--- src/rtl/emern_pkg.sv ---
// Shared definitions for the emern tiny GPU: default VGA timing, register map,
// the rectangle record and helpers for writing and hit-testing rectangles.
package emern_pkg;

  localparam int H_ACTIVE_DEF = 640;
  localparam int H_FP_DEF     = 16;
  localparam int H_SYNC_DEF   = 96;
  localparam int H_BP_DEF     = 48;
  localparam int V_ACTIVE_DEF = 480;
  localparam int V_FP_DEF     = 10;
  localparam int V_SYNC_DEF   = 2;
  localparam int V_BP_DEF     = 33;

  localparam int H_TOTAL_DEF      = H_ACTIVE_DEF + H_FP_DEF + H_SYNC_DEF + H_BP_DEF;
  localparam int V_TOTAL_DEF      = V_ACTIVE_DEF + V_FP_DEF + V_SYNC_DEF + V_BP_DEF;
  localparam int H_SYNC_START_DEF = H_ACTIVE_DEF + H_FP_DEF;
  localparam int H_SYNC_END_DEF   = H_SYNC_START_DEF + H_SYNC_DEF - 1;
  localparam int V_SYNC_START_DEF = V_ACTIVE_DEF + V_FP_DEF;
  localparam int V_SYNC_END_DEF   = V_SYNC_START_DEF + V_SYNC_DEF - 1;

  localparam logic [3:0] ADDR_BG     = 4'h0;
  localparam logic [3:0] ADDR_R0     = 4'h1;
  localparam logic [3:0] ADDR_R0_END = 4'h5;
  localparam logic [3:0] ADDR_R1     = 4'h6;
  localparam logic [3:0] ADDR_R1_END = 4'hA;

  typedef struct packed {
    logic [9:0] x0;
    logic [9:0] x1;
    logic [9:0] y0;
    logic [9:0] y1;
    logic [5:0] colour;
    logic       en;
  } rect_t;

  // field is the register offset within a rectangle's five-register block
  function automatic rect_t rect_write(rect_t r, logic [3:0] field, logic [11:0] d);
    rect_t n;
    n = r;
    case (field)
      4'd0:    n.x0 = d[9:0];
      4'd1:    n.x1 = d[9:0];
      4'd2:    n.y0 = d[9:0];
      4'd3:    n.y1 = d[9:0];
      4'd4:    {n.en, n.colour} = d[6:0];
      default: n = r;
    endcase
    return n;
  endfunction

  function automatic logic rect_hit(rect_t r, logic [9:0] h, logic [9:0] v);
    return r.en && (r.x0 <= h) && (h <= r.x1) && (r.y0 <= v) && (v <= r.y1);
  endfunction

endpackage

--- src/rtl/emern_spi_rx.sv ---
// Write-only SPI mode-0 receiver: synchronises the pins into the clk domain and
// assembles 16-bit {addr,data} words, pulsing wr_en once per completed word.
module emern_spi_rx (
  input  logic        clk,
  input  logic        rst,
  input  logic        sck,
  input  logic        mosi,
  input  logic        cs,
  output logic        wr_en,
  output logic [3:0]  addr,
  output logic [11:0] data,
  output logic        cs_fall
);

  logic [2:0]  sck_q;
  logic [1:0]  mosi_q;
  logic [2:0]  cs_q;
  logic [14:0] shift;
  logic [3:0]  bit_cnt;
  logic        sck_rise;
  logic        cs_low;

  // Bit 2 of the sck/cs chains is the previous synchronised value for edge detection
  always_ff @(posedge clk) begin
    if (rst) begin
      sck_q  <= 3'b000;
      mosi_q <= 2'b00;
      cs_q   <= 3'b111;
    end else begin
      sck_q  <= {sck_q[1:0], sck};
      mosi_q <= {mosi_q[0], mosi};
      cs_q   <= {cs_q[1:0], cs};
    end
  end

  assign sck_rise = sck_q[1] & ~sck_q[2];
  assign cs_low   = ~cs_q[1];
  assign cs_fall  = cs_q[2] & ~cs_q[1];

  // A high cs drops any partial word; the 4-bit counter wraps after each full word
  always_ff @(posedge clk) begin
    if (rst) begin
      shift   <= '0;
      bit_cnt <= '0;
      wr_en   <= 1'b0;
      addr    <= '0;
      data    <= '0;
    end else begin
      wr_en <= 1'b0;
      if (!cs_low) begin
        shift   <= '0;
        bit_cnt <= '0;
      end else if (sck_rise) begin
        shift   <= {shift[13:0], mosi_q[1]};
        bit_cnt <= bit_cnt + 4'd1;
        if (bit_cnt == 4'd15) begin
          wr_en        <= 1'b1;
          {addr, data} <= {shift, mosi_q[1]};
        end
      end
    end
  end

endmodule

--- src/rtl/emern_top.sv ---
// emern tiny GPU: VGA timing, background plus two prioritised rectangles,
// SPI-programmed shadow registers latched per frame, and a vblank interrupt.
module emern_top
  import emern_pkg::*;
#(
  parameter int H_ACTIVE = H_ACTIVE_DEF,
  parameter int H_FP     = H_FP_DEF,
  parameter int H_SYNC   = H_SYNC_DEF,
  parameter int H_BP     = H_BP_DEF,
  parameter int V_ACTIVE = V_ACTIVE_DEF,
  parameter int V_FP     = V_FP_DEF,
  parameter int V_SYNC   = V_SYNC_DEF,
  parameter int V_BP     = V_BP_DEF
) (
  input  logic       clk,
  input  logic       rst_n,
  input  logic       ena,
  input  logic [7:0] ui_in,
  output logic [7:0] uo_out,
  input  logic [7:0] uio_in,
  output logic [7:0] uio_out,
  output logic [7:0] uio_oe
);

  localparam logic [9:0] H_LAST  = 10'(H_ACTIVE + H_FP + H_SYNC + H_BP - 1);
  localparam logic [9:0] V_LAST  = 10'(V_ACTIVE + V_FP + V_SYNC + V_BP - 1);
  localparam logic [9:0] H_VIS   = 10'(H_ACTIVE);
  localparam logic [9:0] V_VIS   = 10'(V_ACTIVE);
  localparam logic [9:0] H_SS    = 10'(H_ACTIVE + H_FP);
  localparam logic [9:0] H_SE    = 10'(H_ACTIVE + H_FP + H_SYNC - 1);
  localparam logic [9:0] V_SS    = 10'(V_ACTIVE + V_FP);
  localparam logic [9:0] V_SE    = 10'(V_ACTIVE + V_FP + V_SYNC - 1);

  logic [9:0]  h, v;
  logic        frame_end;
  logic        wr_en, cs_fall;
  logic [3:0]  addr;
  logic [11:0] data;
  logic [5:0]  bg_sh, bg_act, colour;
  rect_t       r0_sh, r1_sh, r0_act, r1_act;
  logic        hsync, vsync, int_q;
  logic        unused_ok;

  assign unused_ok = &{1'b0, ena, ui_in, uio_in[7:4], uio_in[2]};
  assign frame_end = (h == H_LAST) && (v == V_LAST);

  emern_spi_rx u_spi (
    .clk     (clk),
    .rst     (rst_n),
    .sck     (uio_in[3]),
    .mosi    (uio_in[1]),
    .cs      (uio_in[0]),
    .wr_en   (wr_en),
    .addr    (addr),
    .data    (data),
    .cs_fall (cs_fall)
  );

  always_ff @(posedge clk) begin
    if (rst_n) begin
      h <= '0;
      v <= '0;
    end else if (h == H_LAST) begin
      h <= '0;
      v <= (v == V_LAST) ? 10'd0 : v + 10'd1;
    end else begin
      h <= h + 10'd1;
    end
  end

  // Shadow takes SPI writes any time; active copies shadow only at the last pixel of a frame
  always_ff @(posedge clk) begin
    if (rst_n) begin
      bg_sh  <= '0;
      r0_sh  <= '0;
      r1_sh  <= '0;
      bg_act <= '0;
      r0_act <= '0;
      r1_act <= '0;
    end else begin
      if (wr_en) begin
        if (addr == ADDR_BG)
          bg_sh <= data[5:0];
        else if (addr >= ADDR_R0 && addr <= ADDR_R0_END)
          r0_sh <= rect_write(r0_sh, addr - ADDR_R0, data);
        else if (addr >= ADDR_R1 && addr <= ADDR_R1_END)
          r1_sh <= rect_write(r1_sh, addr - ADDR_R1, data);
      end
      if (frame_end) begin
        bg_act <= bg_sh;
        r0_act <= r0_sh;
        r1_act <= r1_sh;
      end
    end
  end

  always_comb begin
    colour = bg_act;
    if (rect_hit(r1_act, h, v))
      colour = r1_act.colour;
    else if (rect_hit(r0_act, h, v))
      colour = r0_act.colour;
    if (!(h < H_VIS && v < V_VIS))
      colour = 6'd0;
  end

  assign hsync = !(h >= H_SS && h <= H_SE);
  assign vsync = !(v >= V_SS && v <= V_SE);

  // TinyVGA pin order interleaves the MSBs on [2:0] and LSBs on [6:4]
  always_ff @(posedge clk) begin
    if (rst_n)
      uo_out <= 8'h88;
    else
      uo_out <= {hsync, colour[0], colour[2], colour[4], vsync, colour[1], colour[3], colour[5]};
  end

  // Set has priority over both clear sources
  always_ff @(posedge clk) begin
    if (rst_n)
      int_q <= 1'b0;
    else if (h == 10'd0 && v == V_VIS)
      int_q <= 1'b1;
    else if (cs_fall || frame_end)
      int_q <= 1'b0;
  end

  assign uio_out = {3'b000, int_q, 4'b0000};
  assign uio_oe  = 8'h10;

endmodule

--- config.mk ---
export PLATFORM = sky130hd
export DESIGN_NAME = emern_top
export DESIGN_NICKNAME = d
export VERILOG_FILES = /design/src/rtl/emern_pkg.sv /design/src/rtl/emern_spi_rx.sv /design/src/rtl/emern_top.sv
export SDC_FILE = /design/constraint.sdc
export NUM_CORES = 1
export LEC_CHECK = 0
export ABC_AREA = 1
export CAP_MARGIN = 20
export CORE_MARGIN = 2
export CORE_UTILIZATION = 42
export CTS_BUF_LIST = sky130_fd_sc_hd__clkbuf_16
export DETAILED_ROUTE_END_ITERATION = 8
export PLACE_DENSITY = 0.68
export SETUP_SLACK_MARGIN = 0.15
export SLEW_MARGIN = 25
export SYNTH_ARGS = -nofsm -noshare
export SYNTH_HDL_FRONTEND = slang
export SYNTH_SLANG_ARGS = --single-unit
--- constraint.sdc ---
create_clock -name clk -period 2.6 [get_ports clk]
set_input_delay 0.52 -clock clk [delete_from_list [all_inputs] [get_ports clk]]
set_output_delay 0.52 -clock clk [all_outputs]
set_load 0.05 [all_outputs]
* Yosys cells after proc, flatten, opt, wreduce, memory -nomap -nowiden
Index checks and enable logic that the tools add are counted.
** Storage, ports and cells
- Input bits :: 19
- Output and inout port bits :: 24
- Flip-flop bits (word level) :: 271
** Operators by class
- Equality and inequality tests :: 12
- Muxes and demuxes :: 6
- Reductions and logical operators :: 39
- Add/sub/neg operators :: 5
- Magnitude comparators :: 18
- Bitwise operators :: 8
** Operators by type and width (number)
- 10-bit less-or-equal comparator :: 8
- 5-bit AND reduction :: 5
- 10-bit by 1-bit adder with 10-bit output (second input constant) :: 2
- 10-bit equality test (second input constant) :: 2
- 4-bit AND reduction :: 5
- 4-bit by 2-bit equality test with 1-bit output (second input constant) :: 4
- 1-bit logical AND :: 15
- 4-bit zero test :: 3
- 6-bit 2-to-1 mux :: 2
- 10-bit by 9-bit equality test with 1-bit output (second input constant) :: 1
- 10-bit >= comparator (second input constant) :: 1
- 10-bit by 9-bit >= comparator with 1-bit output (second input constant) :: 1
- 10-bit less-or-equal comparator (second input constant) :: 1
- 10-bit by 9-bit less-or-equal comparator with 1-bit output (second input constant) :: 1
- 10-bit zero test :: 1
- 10-bit < comparator (second input constant) :: 1
- 10-bit by 9-bit < comparator with 1-bit output (second input constant) :: 1
- 10-bit 2-to-1 mux :: 1
- 4-bit by 1-bit equality test with 1-bit output (second input constant) :: 2
- 4-bit by 3-bit equality test with 1-bit output (second input constant) :: 2
- 1-bit NOT :: 6
- 2-bit OR reduction :: 3
- 4-bit by 1-bit adder with 4-bit output (second input constant) :: 1
- 4-bit equality test (second input constant) :: 1
- other kinds (14) :: 18

* Longest topological paths before layout
Gate-level depths: netlist of the first run.
- Word-level depth :: 7
- Mapped depth :: 16

* By module
From an unflattened synthesis of the first run, not the netlist that was laid out.
** Second synthesis, totals
- Cell total of the unflattened synthesis :: 1593
- Area, all modules :: 12310.6 um2
** Modules (own cells, without submodules)
- emern_top :: area an instance 10650.2 um2, seq. area each 4584.4 um2, instances 1, cells each 1385
- emern_spi_rx :: area an instance 1660.3 um2, seq. area each 880.8 um2, instances 1, cells each 208

* Worst setup path after synthesis of the first run
No wires, ideal clock.
- Kind :: reg2reg
- From :: register v[9]
- To :: register uo_out[0]
- Arrival time :: 1.913 ns
- Data required time :: 2.491 ns
- Period minus slack after synthesis :: 2.022 ns
- Path buffers :: 0
- Path slack :: 0.578 ns
- Stages on the path, launching flop included :: 14
- Path through :: dfxtp_1 -> inv_1 -> ha_1 -> a21o_1 -> nor2_1 -> nand2_1 -> nor2_1 -> nor2_1 -> nor2_1 -> nand3_1 -> nand2_1 -> nand3_1 -> nand2_1 -> inv_1
** On the way
- Longest elaborated chain between the ends :: 5
** RTL lines
- start: declaration :: line emern_top.sv:34 : logic [9:0] h, v;
- start signal: assignment :: line emern_top.sv:65 : v <= (v == V_LAST) ? 10'd0 : v + 10'd1;
- 10-bit less-or-equal comparator :: line emern_pkg.sv:52 : return r.en && (r.x0 <= h) && (h <= r.x1) && (r.y0 <= v) && (v <= r.y1);
- 1-bit logical AND (2 in series) :: line emern_pkg.sv:52
- 6-bit 2-to-1 mux :: line emern_top.sv:101 : else if (rect_hit(r0_act, h, v))
- 6-bit 2-to-1 mux :: line emern_top.sv:99 : if (rect_hit(r1_act, h, v))
- end signal: assignment :: line emern_top.sv:115 : uo_out <= {hsync, colour[0], colour[2], colour[4], vsync, colour[1], colour[3], colour[5]};
- end: declaration :: line emern_top.sv:19 : output logic [7:0] uo_out,
Several ways; a longest one is shown, not always the timed one.
A chain may end at the register's enable or synchronous reset.

* Final worst setup path of the first run
- From :: register h[0]
- To :: register v[7]
** On the way
- Longest elaborated chain between the ends :: 1
** RTL lines
- start: declaration :: line emern_top.sv:34
- start signal: assignment :: line emern_top.sv:67 : h <= h + 10'd1;
- 10-bit equality test :: line emern_top.sv:63 : end else if (h == H_LAST) begin
Every way passes these cells.

==> qor.yml, run 1 <==
status:
  status: "completed"
placement:
  dp_slack_ns: 0.106
  dp_cells: 1903
  portBuffers: 13
  dp.final_hpwl_um: 18700
  placed_area_um2: 12500
  routabilityCongestion: 0.901
logic_synthesis:
  ys_seq_area_share_pct: 45.4
  synth-edff-count: 0
  ys_warn_count: 0
  syn_area_um2: 11900
  synth-async-reset-ratio_pct: 0
  synth_compound_area_share_pct: 18.7
  synth_cell_types: 39
  yosys.area_share.simple_pct: 16.7
  synthXorXnorAreaFrac_pct: 0.586
  ys_ff_latch: 271
  synth_mux_area_share_pct: 0
  synth.avg_cell_area_um2: 7.72
  synthesis.instances: 1548
  synthAdderAreaFrac_pct: 9.22
  synth-main-ff-cell: "dfxtp_1"
  synth_top_family_by_area: "compound AO/OA/AOI/OAI gates"
die:
  dieArea_um2: 29800
  fp.coreArea_um2: 27900
  start_util_pct: 42.8
  die_x_um: 173
  std_cell_rows: 61
  die_y_um: 173
  ios: 43
timing:
  rsz0062_at_grt: "true"
  setup_viol: 0
  slew_headroom_pct: 37.6
  drv_slew: 0
  final.period_utilization_pct: 87.9
  finalWorstSetupSlack_ns: 0.315
  fin_crit_ns: 2.28
  setup_tns_ns: 0
  clock.fmax_mhz: 438
  hold_viol_final: 0
  final.setup_skew_ns: 0.0172
  tightest_slew_ns: 0.935
clock_tree:
  clk_path_buf_depth: 3
  numClockSinks: 271
  clkLatencyLatePin_ns: 0.54
  cts_hold_buf: 0
  clock-root-buffer: "clkbuf_16"
  cts.reportedPaths.clkPinSlew_ns: 0.07
  cts_buffers: 28
  tritoncts: "done"
  htreeDepth: 1
power_and_ir_drop:
  irDropWorstVdd_mv: 0.524
  p_leak_nw: 5.75
  power.density_nw_per_um2: 626
grt:
  antenna_found_initial: 0
  grtUsageTotal_pct: 18.7
  grt_pass1_wl_um: 46200
  first_global_vias: 9227
  gr-total-overflow: 0
  grt_max_degree: 146
setup_path:
  critPathLaunchType: "flip-flop"
  cp-startpoint: "h[0]"
  r2r_end: "v[7]"
  rr_worst_depth: 10
  reg2reg_slack_ns: 0.32
  crit_required_ns: 3.04
  end_kind: "flip-flop"
  rr_startpoint: "h[0]"
  crit_arrival_ns: 2.72
  worstSetupPathType: "reg2reg"
  cp_max_fo: 5
detailed_routing:
  via_count: 9826
  ant_nets: 0
  wire_per_inst_um: 14.3
  via_per_inst: 5.03
  drc: 0
  dr.first_iter.drc_count: 829
  dr.pass1.iters: 5
  wl_um: 28000
finish:
  syn2layout_area_growth_pct: 12.4
  nets: 1662
  final_cells: 1955
  layout_common_cells: "270 x dfxtp_1, 245 x nor2_1, 236 x o21ai_0"
  final_util_pct: 48.1
  fin_area_um2: 13400
  post_route_cells_drive_above_1_share_pct: 7.04
  mostFrequentLayoutCell: "dfxtp_1"
  n_antenna_cell: 0
hold_path:
  hold_path_class: "reg2reg"
  hold_depth: 2
  hp-start: "u_spi.sck_q[0]"
  min_to: "u_spi.sck_q[1]"
job:
  max-cap-violations: 0
==> state kept, by name, summed over array words and instances (netlist names), 2 cells and up <==
name           cells
r1_sh             47
u_spi.addr         4
uo_out             8
bg_act             6
u_spi.data        10
r0_act            47
u_spi.shift       15
h                 10
r0_sh             47
u_spi.bit_cnt      4
r1_act            47
u_spi.cs_q         3
bg_sh              6
u_spi.sck_q        3
u_spi.mosi_q       2
v                 10
==> critical path: stages (launching register included) <==
cell and delay (ns):
dfxtp_1 0.49, ha_1 0.22, nand2_1 0.06, inv_1 0.08, nand2_1 0.20, inv_1 0.17
nand4_1 0.23, nor4_2 0.37, nand3_1 0.15, xor2_1 0.17, nor2_1 0.05
==> logic make-up (layout without fill, tap and decap cells) <==
group / count (synthesis) / after routing
other: 2 / 15
DFF: 271 / 271
xor gates and xnor gates: 8 / 8
adders and majority gates: 88 / 88
buffers and inverters: 271 / 287
AOI/OAI and AO/OA: 435 / 435
and+or+nand+nor: 473 / 473
==> stage by stage <==
step / power [mW] / hold WS (ns)
final: 8.40 / 0.409
after global routing: 8.70 / 0.429
after CTS: 8.49 / 0.409
after detailed placement: 4.53 / 0.398
after global placement: 4.53 / 0.393
after floorplan: 4.49 / 0.388
==> worst max path at each step <==
stage / end / slack [ns]
3_5_place_dp: uo_out[6] / 0.11
3_3_place_gp: uo_out[6] / 0.18
2_1_floorplan: uo_out[0] / 0.58
5_1_grt: uo_out[6] / 0.15
6_report: v[7] / 0.32
4_1_cts: uo_out[0] / 0.25
==> metal layers <==
metal / vias up / share of wire, % / global-route usage [%]
li1: 5073 / - / -
met1: 4551 / 47 / 25.0
met2: 161 / 47 / 32.0
met3: 41 / 3.3 / 2.29
met4: 0 / 2.3 / 4.91
met5: - / 0 / 0
==> synthesized netlist by cell type (2+ instances only) <==
library cell / count / area [um^2]
dfxtp_1: 271 / 5430
nor2_1: 247 / 927
o21ai_0: 236 / 1180
a21oi_1: 177 / 886
inv_1: 176 / 661
nand2_1: 136 / 510
ha_1: 88 / 1100
clkbuf_1: 46 / 173
nand3_1: 35 / 175
buf_2: 20 / 100
buf_4: 17 / 128
nor3_1: 17 / 85.1
nand4_1: 16 / 100
xor2_1: 8 / 70.1
inv_2: 6 / 22.5
o21a_1: 6 / 45.0
nor4_1: 5 / 31.3
o211ai_1: 5 / 37.5
o21bai_1: 5 / 37.5
clkbuf_2: 3 / 15.0
nor3b_1: 3 / 22.5
or2_2: 3 / 18.8
clkinv_1: 2 / 7.51
conb_1: 2 / 7.51
nor2_2: 2 / 12.5
nor2_4: 2 / 22.5
nor4_4: 2 / 42.5
==> final cells by class <==
type | instances | area, um^2
multi-input cells | 1019 | 5480
repair buffers | 51 | 440
inverters | 184 | 693
clock buffers | 29 | 726
well taps | 378 | 473
clock inverters | 23 | 189
flip-flops and latches | 271 | 5430
fillers | 2771 | 14500
==> power breakdown <==
group,internal (mW),total (mW),leakage (nW),switching [mW]
Combinational,0.0741,0.273,3.09,0.199
Clock,2.32,3.96,0.477,1.64
Sequential,4.16,4.17,2.18,0.00951
==> repair_timing <==
action,4_1_cts,5_1_grt
hold endpoints to repair,0,0
buffers inserted,0,0
setup endpoints to repair,6,14
gates resized for setup,1,7
No activity file was read; power rests on OpenSTA's default activity.
==> run 2, diff against run 1 <==
--- a/config.mk
+++ b/config.mk
@@ -8,10 +8,10 @@
 export ABC_AREA = 1
 export CAP_MARGIN = 20
 export CORE_MARGIN = 2
-export CORE_UTILIZATION = 42
+export CORE_UTILIZATION = 61
 export CTS_BUF_LIST = sky130_fd_sc_hd__clkbuf_16
 export DETAILED_ROUTE_END_ITERATION = 8
-export PLACE_DENSITY = 0.68
+export PLACE_DENSITY = 0.9
 export SETUP_SLACK_MARGIN = 0.15
 export SLEW_MARGIN = 25
 export SYNTH_ARGS = -nofsm -noshare
==> qor.yml, run 2 (synthesized netlist as in run 1, its figures left out) <==
timing:
  slew_headroom_pct: 37.5  # -0.085 points
  fin_crit_ns: 2.37  # +0.0876 ns
  clock.fmax_mhz: 422  # -3.7%
  setup_viol: 0  # unchanged
  rsz0062_at_grt: "false"
  setup_tns_ns: 0  # unchanged
  drv_slew: 0  # unchanged
  final.setup_skew_ns: 0.0158  # -0.00146 ns
  final.period_utilization_pct: 91.2  # +3.4 points
  tightest_slew_ns: 0.936  # +0.00128 ns
  hold_viol_final: 0  # unchanged
  finalWorstSetupSlack_ns: 0.228  # -0.0876 ns
finish:
  layout_common_cells: "268 x dfxtp_1, 244 x nor2_1, 236 x o21ai_0"
  fin_area_um2: 13100  # -2.2%
  mostFrequentLayoutCell: "dfxtp_1"
  fillers: 1511  # -45%
  n_antenna_cell: 0  # unchanged
  syn2layout_area_growth_pct: 9.93
  post_route_cells_drive_above_1_share_pct: 5.73  # -1.3 points
  final_util_pct: 67.9  # +20 points
  nets: 1643  # -1.1%
detailed_routing:
  dr.first_iter.drc_count: 830  # +0.12%
  dr.pass1.iters: 6  # +1
  via_per_inst: 5.56  # +11%
  drc: 0  # unchanged
  via_count: 10100  # +2.8%
  wire_per_inst_um: 15.5  # +8.2%
  ant_nets: 0  # unchanged
  wl_um: 28200  # +0.57%
clock_tree:
  tritoncts: "done"
  cts_buffers: 27  # -3.6%
  cts.reportedPaths.clkPinSlew_ns: 0.06  # about the same
  numClockSinks: 271  # unchanged
  clkLatencyLatePin_ns: 0.54  # about the same
  clock-root-buffer: "clkbuf_16"
  clk_path_buf_depth: 3  # unchanged
  htreeDepth: 1  # unchanged
setup_path:
  slowest_delay_ns: 0.50  # about the same
  cp_max_fo: 6  # +1
  setup.worst_path.end: "uo_out[0]"
  cp-startpoint: "v[3]"
  r2r_end: "uo_out[0]"
  rr_worst_depth: 14  # +4
  end_kind: "flip-flop"
  rr_startpoint: "v[3]"
  critPathTopFamily: "simple AND/OR/NAND/NOR gates"
  path_cells: "inv_1 > ha_1 > nand2_1 > nor2_1 > nand3_1 > nand2_1 > nor2_1 > nor2_1 > nor2_2 > buf_4 > nand4_1 > nand3_1 > nand2_1 > inv_1"
  reg2reg_slack_ns: 0.23  # -0.09 ns
  crit_arrival_ns: 2.81  # +0.09 ns
  slowest_stage: "dfxtp_1"
  critPathLaunchType: "flip-flop"
  worstSetupPathType: "reg2reg"
  crit_required_ns: 3.03  # about the same
  crit_cells: 14  # +4
  cp_num_buf_inv: 3  # +1
grt:
  grtUsageTotal_pct: 27.9  # +9.2 points
  grt_pass1_wl_um: 46300  # about the same
  antenna_found_initial: 0  # unchanged
  first_global_vias: 9564  # +3.7%
  gr-total-overflow: 0  # unchanged
  grt_max_degree: 107  # -27%
die:
  die_y_um: 144  # -17%
  die_x_um: 144  # -17%
  ios: 43  # unchanged
  std_cell_rows: 51  # -16%
  fp.coreArea_um2: 19300  # -31%
  dieArea_um2: 20700  # -30%
  start_util_pct: 61.8  # +19 points
placement:
  placed_area_um2: 12200  # -2.0%
  routabilityCongestion: 0.941  # +4.5%
  dp_slack_ns: 0.214  # +0.107 ns
  dp.final_hpwl_um: 18300  # -2.4%
  portBuffers: 13  # unchanged
job:
  max-cap-violations: 0  # unchanged
power_and_ir_drop:
  irDropWorstVdd_mv: 0.550  # +5.0%
  power.density_nw_per_um2: 630  # +0.69%
  p_comb_share_pct: 3.4  # +0.2 points
  clkPwrFrac_pct: 46.2  # -0.9 points
  pwr-share-seq_pct: 50.4  # +0.8 points
  p_switching_mw: 1.77  # -4.1%
  netSwitchingFraction_pct: 21.4  # -0.59 points
  p_leak_nw: 5.64  # -1.8%
  intPower_mw: 6.50  # -0.74%
hold_path:
  hold_path_class: "reg2reg"
status:
  status: "completed"
[run 2: cell type report]
class	instances	area, um^2	share of cell area (%)
multi-input cells	1019	5480	41.8
clock buffers	27	676	5.14
repair buffers	33	330	2.52
well taps	265	332	2.52
inverters	184	697	5.31
clock inverters	19	186	1.42
flip-flops and latches	271	5430	41.3
[run 2: power by group through the flow]
| stage | combinational (mW) | sequential (mW) | clock, mW |
|---|---|---|---|
| 4_1_cts | 0.272 | 4.17 | 3.87 |
| 3_5_place_dp | 0.269 | 4.26 | 0 |
| 6_report | 0.278 | 4.17 | 3.83 |
| 3_3_place_gp | 0.259 | 4.26 | 0 |
| 2_1_floorplan | 0.226 | 4.26 | 0 |
| 5_1_grt | 0.310 | 4.17 | 4.03 |
[run 2: what timing repair did]
| action | in CTS | in global routing |
|---|---|---|
| resized for setup | 0 | 12 |
| buffers inserted | 0 | 0 |
| hold buffers | 0 | 0 |
| setup endpoints to repair | 0 | 33 |
[run 2: stage by stage]
step | hold slack [ns] | std cells | power [mW]
global placement | 0.395 | 1772 | 4.52
finish | 0.410 | 1818 | 8.28
global route | 0.418 | 1818 | 8.51
detailed placement | 0.405 | 1772 | 4.53
floorplan | 0.388 | 1561 | 4.49
CTS | 0.414 | 1818 | 8.32
[run 2: how the worst min path moves through the flow]
stage	from	endpoint	slack, ns	cells past startpoint
2_1_floorplan	u_spi.mosi_q[0]	u_spi.mosi_q[1]	0.39	2
3_3_place_gp	u_spi.cs_q[0]	u_spi.cs_q[1]	0.39	1
3_5_place_dp	u_spi.mosi_q[0]	u_spi.mosi_q[1]	0.40	2
4_1_cts	u_spi.mosi_q[0]	u_spi.mosi_q[1]	0.41	2
5_1_grt	u_spi.mosi_q[0]	u_spi.mosi_q[1]	0.42	2
6_report	u_spi.mosi_q[0]	u_spi.mosi_q[1]	0.41	2
[run 2: metal layers]
layer,vias up,routed length (um),track usage (%)
li1,5022,-,-
met1,4629,11600,35.1
met5,-,0,0
met2,355,13400,47.6
met3,93,1810,3.87
met4,0,1350,12.5
[run 2: worst reg2reg max path: cells and delay by family (launching register included)]
family / cells / cell delay [ns]
adder cells (fa/ha/maj): 1 / 0.34
flip-flops: 1 / 0.50
AND/OR/NAND/NOR: 10 / 1.01
buffers and inverters: 3 / 0.42
